===== config.mk =====
export PLATFORM = sky130hd
export DESIGN_NAME = ext_wb_arbiter
export DESIGN_NICKNAME = d
export VERILOG_FILES = /design/src/rtl/maverickOne_pkg.sv /design/src/rtl/rr_arbiter.sv /design/src/rtl/ext_wb_arbiter.sv
export SDC_FILE = /design/constraint.sdc
export NUM_CORES = 1
export LEC_CHECK = 0
export CORE_MARGIN = 8
export CORE_UTILIZATION = 25
export CTS_CLUSTER_DIAMETER = 60
export DETAILED_ROUTE_END_ITERATION = 10
export GPL_ROUTABILITY_DRIVEN = 0
export PLACE_DENSITY = 0.72
export SETUP_SLACK_MARGIN = 0.3
export SLEW_MARGIN = 20
export SYNTH_ARGS = -nofsm -noshare
export SYNTH_HDL_FRONTEND = slang
export SYNTH_SLANG_ARGS = --single-unit

===== constraint.sdc =====
create_clock -name clk_i -period 5.7 [get_ports clk_i]
set_clock_uncertainty 0.05 [all_clocks]
set_input_delay 1.14 -clock clk_i [delete_from_list [all_inputs] [get_ports clk_i]]
set_output_delay 1.14 -clock clk_i [all_outputs]
set_load 0.02 [all_outputs]

===== src/rtl/maverickOne_pkg.sv =====
// Shared core types and widths used by the execution back-end.
package maverickOne_pkg;

   localparam int unsigned XLEN     = 64;
   localparam int unsigned NUM_REGS = 64;
   localparam int unsigned RD_W     = $clog2(NUM_REGS);

   parameter int NUM_EXT_SRC = 4;

   typedef struct packed {
      logic [RD_W-1:0] rd;
      logic [XLEN-1:0] result;
      logic            word;
   } ext_arb_req_t;

   // Word results to GPRs are sign-extended; word results to FPRs are NaN-boxed.
   function automatic logic [XLEN-1:0] ext_format(input ext_arb_req_t r);
      logic [XLEN-1:0] v;
      v = r.result;
      if (r.word) begin
         if (r.rd < RD_W'(32)) v = {{32{r.result[31]}}, r.result[31:0]};
         else                  v = {32'hFFFF_FFFF, r.result[31:0]};
      end
      return v;
   endfunction

endpackage


===== src/rtl/rr_arbiter.sv =====
// Combinational round-robin picker: first asserted request at or after the pointer.
module rr_arbiter #(
   parameter int N = 4
) (
   input  logic [N-1:0]         i_req,
   input  logic                 i_en,
   input  logic [$clog2(N)-1:0] i_ptr,
   output logic [N-1:0]         o_gnt,
   output logic [$clog2(N)-1:0] o_gnt_idx
);

   localparam int unsigned IDX_W = $clog2(N);

   logic             w_found;
   logic [IDX_W-1:0] w_idx;

   always_comb begin
      o_gnt     = '0;
      o_gnt_idx = '0;
      w_found   = 1'b0;
      w_idx     = '0;
      for (int off = 0; off < N; off++) begin
         w_idx = IDX_W'((int'(i_ptr) + off) % N);
         if (i_en && !w_found && i_req[w_idx]) begin
            w_found      = 1'b1;
            o_gnt[w_idx] = 1'b1;
            o_gnt_idx    = w_idx;
         end
      end
   end

endmodule


===== src/rtl/ext_wb_arbiter.sv =====
// Write-back arbiter: round-robin grant, result formatting, one registered
// register-file write port and a same-cycle one-hot unlock back to the launcher.
module ext_wb_arbiter
   import maverickOne_pkg::*;
#(
   parameter int NUM_SRC = NUM_EXT_SRC
) (
   input  logic                       clk_i,
   input  logic                       rst_i,
   input  ext_arb_req_t [NUM_SRC-1:0] src_req_i,
   input  logic [NUM_SRC-1:0]         src_valid_i,
   output logic [NUM_SRC-1:0]         src_ready_o,
   output logic [RD_W-1:0]            wb_rd_o,
   output logic [XLEN-1:0]            wb_data_o,
   output logic                       wb_valid_o,
   input  logic                       wb_ready_i,
   output logic [NUM_REGS-1:0]        unlock_o
);

   localparam int unsigned IDX_W = $clog2(NUM_SRC);

   logic [IDX_W-1:0] r_rr_ptr;
   logic             r_wb_valid;
   logic [RD_W-1:0]  r_wb_rd;
   logic [XLEN-1:0]  r_wb_data;

   logic               w_can_load;
   logic [NUM_SRC-1:0] w_gnt;
   logic [IDX_W-1:0]   w_gnt_idx;
   logic [IDX_W-1:0]   w_next_ptr;
   logic               w_fire;
   logic               w_load;
   ext_arb_req_t       w_req;

   assign w_can_load = !r_wb_valid || wb_ready_i;

   rr_arbiter #(.N(NUM_SRC)) u_rr (
      .i_req     (src_valid_i),
      .i_en      (w_can_load && !rst_i),
      .i_ptr     (r_rr_ptr),
      .o_gnt     (w_gnt),
      .o_gnt_idx (w_gnt_idx)
   );

   assign src_ready_o = w_gnt;
   assign w_fire      = |w_gnt;
   assign w_req       = src_req_i[w_gnt_idx];
   // Writes to x0 consume the grant but never reach the register file.
   assign w_load      = w_fire && (w_req.rd != '0);
   assign w_next_ptr  = (w_gnt_idx == IDX_W'(NUM_SRC - 1)) ? '0 : w_gnt_idx + IDX_W'(1);

   always_ff @(posedge clk_i) begin
      if (rst_i) begin
         r_rr_ptr   <= '0;
         r_wb_valid <= 1'b0;
         r_wb_rd    <= '0;
         r_wb_data  <= '0;
      end else begin
         if (w_fire) r_rr_ptr <= w_next_ptr;
         if (w_load) begin
            r_wb_valid <= 1'b1;
            r_wb_rd    <= w_req.rd;
            r_wb_data  <= ext_format(w_req);
         end else if (wb_ready_i) begin
            r_wb_valid <= 1'b0;
         end
      end
   end

   assign wb_valid_o = r_wb_valid;
   assign wb_rd_o    = r_wb_rd;
   assign wb_data_o  = r_wb_data;
   assign unlock_o   = (r_wb_valid && wb_ready_i && !rst_i) ? (NUM_REGS'(1) << r_wb_rd) : '0;

endmodule


==> run_results.csv <==
group,metric,value,unit
routing,routed_wl,28.3,mm
place,dp.cells,1520,
final_layout,nFillCells,2381,
die,rows,57,
timing,hold_violations,0,
final_layout,drive_above_1_share,3.87,%
pwr,leakage,0.00509,uW
routing,routedWlPerCell,18.4,um
timing,setup_tns,0,ns
yosys,synthCells,823,
global_route,grtUsageMet1,19.6,%
yosys,synth.avg_cell_area,7.45,um2
yosys,yosysTopAreaCell,"mux2i_1",
yosys,synth_common_cells,"nand2_1 (233), mux2i_1 (203), nor2_1 (83), dfxtp_1 (73), nand3_1 (70)",
final_layout,areaGrowthSynthToFinish,80.5,%
worst_setup_path,crit_required,5.91,ns
yosys,yosysMostFrequentCell,"nand2_1",
worst_setup_path,r2r_slack,0.86,ns
clock_network,htreeDepth,3,
timing,max-slew-margin-rel,36.2,%
clock_network,cts.sinks,73,
final_layout,fin_nets,1505,
global_route,use_met2,31.9,%
run,maxCapViolCount,0,
yosys,yosysWarnings,0,
yosys,synth_flop_cell,"dfxtp_1",
die,ioPinCount,430,
timing,tightest_slew,0.957,ns
worst_setup_path,cp-end-kind,"register",
routing,drt_iter0_drc,307,
die,die_w,173,um
worst_setup_path,crit_start,"src_valid_i[3]",
clock_network,insertion_delay,0.33,ns
worst_setup_path,worstPathMaxFanout,65,
timing,slew_violations,0,
yosys,synthTopCellsByArea,"mux2i_1 (33%), dfxtp_1 (24%), nand2_1 (14%), nand3_1 (5.7%), nor2_1 (5.1%)",
global_route,grt_max_degree,74,
clock_network,clk_pin_slew,0.06,ns
global_route,grtUsageMet3,6.51,%
clock_network,clk_path_buf_depth,2,
worst_setup_path,start_kind,"input pin",
timing,setup_viol,0,
place,numPortBuffers,429,
worst_setup_path,crit_end,"wb_data_o[47]",
die,chipHeight,173,um
die,dieArea,29800,um2
final_layout,finish.utilization,45.8,%
clock_network,root_buffer,"clkbuf_16",
yosys,synth_top_area_share,33.1,%
final_layout,antenna_cells,0,
yosys,synth_edf_count,0,
clock_network,postCtsHoldBufs,0,
yosys,synth_area,6130,um2
worst_setup_path,rr_worst_depth,13,
place,dp_hpwl,22.8,mm
die,start_util,25.4,%
yosys,seq_area_frac_synth,23.8,%
worst_setup_path,critical_path_class,"in -> reg",
global_route,grt_pass1_vias,7742,
global_route,grt_overflow_total,0,
timing,layout_worst_path_cycle_share,87.9,%
yosys,yosysUniqueCellTypes,47,
routing,routed_via_density,4.75,
clock_network,cts-buffers-inserted,9,
yosys,async_reset_ff_share,0,%
die,core_area,24200,um2
global_route,top_usage_layer,"met2",
yosys,synth_nets,1118,
worst_setup_path,worstPathArrival,5.21,ns
routing,via_count,7301,
global_route,antenna_found_initial,0,
clock_network,cts_tree,"yes",
global_route,grt_pass1_wl,43.6,mm
worst_setup_path,r2r-end,"wb_data_o[30]",
clock_network,post_cts_resize_count,0,
pwr,ir_worst_vdd,0.295,mV
routing,ant_nets,0,
final_layout,final_cells,1538,
pwr,power_density,467,nW/um2
yosys,ys_ff_latch,73,
routing,dr.pass1.iters,7,
global_route,grt_usage,18.2,%
routing,drcViolationCount,0,
timing,max_freq,0.200,GHz
worst_setup_path,worstReg2RegStart,"r_rr_ptr[0]",
worst_hold_path,hold_path.class,"reg -> reg",
timing,rsz0062_at_grt,"false",
run_status,status,"finished, final reports clean",
timing,period_needed,5.01,ns
==> per-layer routing <==
metal / share of wire (%) / wire length [um] / vias up
met3: 8.9 / 2510 / 44
met2: 50 / 14100 / 353
li1: - / - / 3594
met4: 2.9 / 810 / 0
met5: 0 / 0 / -
met1: 39 / 10900 / 3310
==> power by group <==
group          total (uW)  switching (uW)  internal, uW
clock                 702             221           482
combinational        3540            1900          1640
sequential            933             166           767
==> placed cells by master, fill, tap and decap left out, types with 5 or more instances in the layout <==
cell type	count
clkdlybuf4s50_1	429
nand2_1	232
mux2i_1	203
nor2_1	82
dfxtp_1	73
nand3_1	70
buf_4	14
and3_1	11
clkbuf_16	9
nor2b_1	8
inv_1	6
a32o_1	6
a221oi_1	5
==> worst max-delay path: stages <==
cell,delay [ns]
clkdlybuf4s50_1,0.56
mux4_2,0.53
nand2b_4,0.16
a2111o_1,0.56
nand2_2,0.23
buf_4,0.56
a2111oi_0,0.22
buf_4,0.19
o22ai_4,0.68
mux2i_1,0.18
mux2i_1,0.17
==> state kept, by name, summed over array words and instances (netlist names) <==
register	flops
wb_data_o	64
r_rr_ptr	2
wb_rd_o	6
wb_valid_o	1
==> metrics by stage <==
stage	worst slack, ns	hold WS, ns	cell area [um2]	total power [uW]
finish	0.692	0.406	11100	5180
global route	0.322	0.429	11100	5550
CTS	0.645	0.410	11100	5240
detailed placement	0.298	0.401	10700	4510
global placement	0.483	0.392	10700	4450
floorplan	1.48	0.486	6130	3310
==> worst min path at each step <==
stage,startpoint,end,slack (ns),cells after the start
after floorplan,wb_data_o[0],wb_data_o[0],0.49,2
after global routing,wb_data_o[16],wb_data_o[16],0.43,2
after detailed placement,wb_data_o[36],wb_data_o[36],0.40,2
after global placement,wb_data_o[23],wb_data_o[23],0.39,2
final,wb_data_o[16],wb_data_o[16],0.41,2
after CTS,wb_data_o[16],wb_data_o[16],0.41,2
==> logic make-up (layout without fill, tap and decap cells) <==
group | count (synthesis) | in the layout | share of synthesized area, %
and+or+nand+nor | 417 | 417 | 28.4
adders and majority gates | 4 | 4 | 0.816
AOI/OAI and AO/OA | 40 | 40 | 5.69
DFF | 73 | 73 | 23.8
muxes | 211 | 211 | 35.3
buffers and inverters | 77 | 468 | 5.79
xor gates and xnor gates | 1 | 1 | 0.143
==> area by class of cell <==
class,instances,area (um2),area share [%]
Tap cell,324,405,3.66
Inverter,7,26.3,0.237
Sequential cell,73,1460,13.2
Clock inverter,5,128,1.15
Multi-Input combinational cell,673,4360,39.3
Clock buffer,10,239,2.16
Timing Repair Buffer,446,4460,40.3
==> timing repair <==
action                                  4_1_cts  5_1_grt
buffers inserted                              0        3
endpoints found under the hold margin         0        0
endpoints found under the setup margin        0        3
No activity file was read; power rests on OpenSTA's default activity.
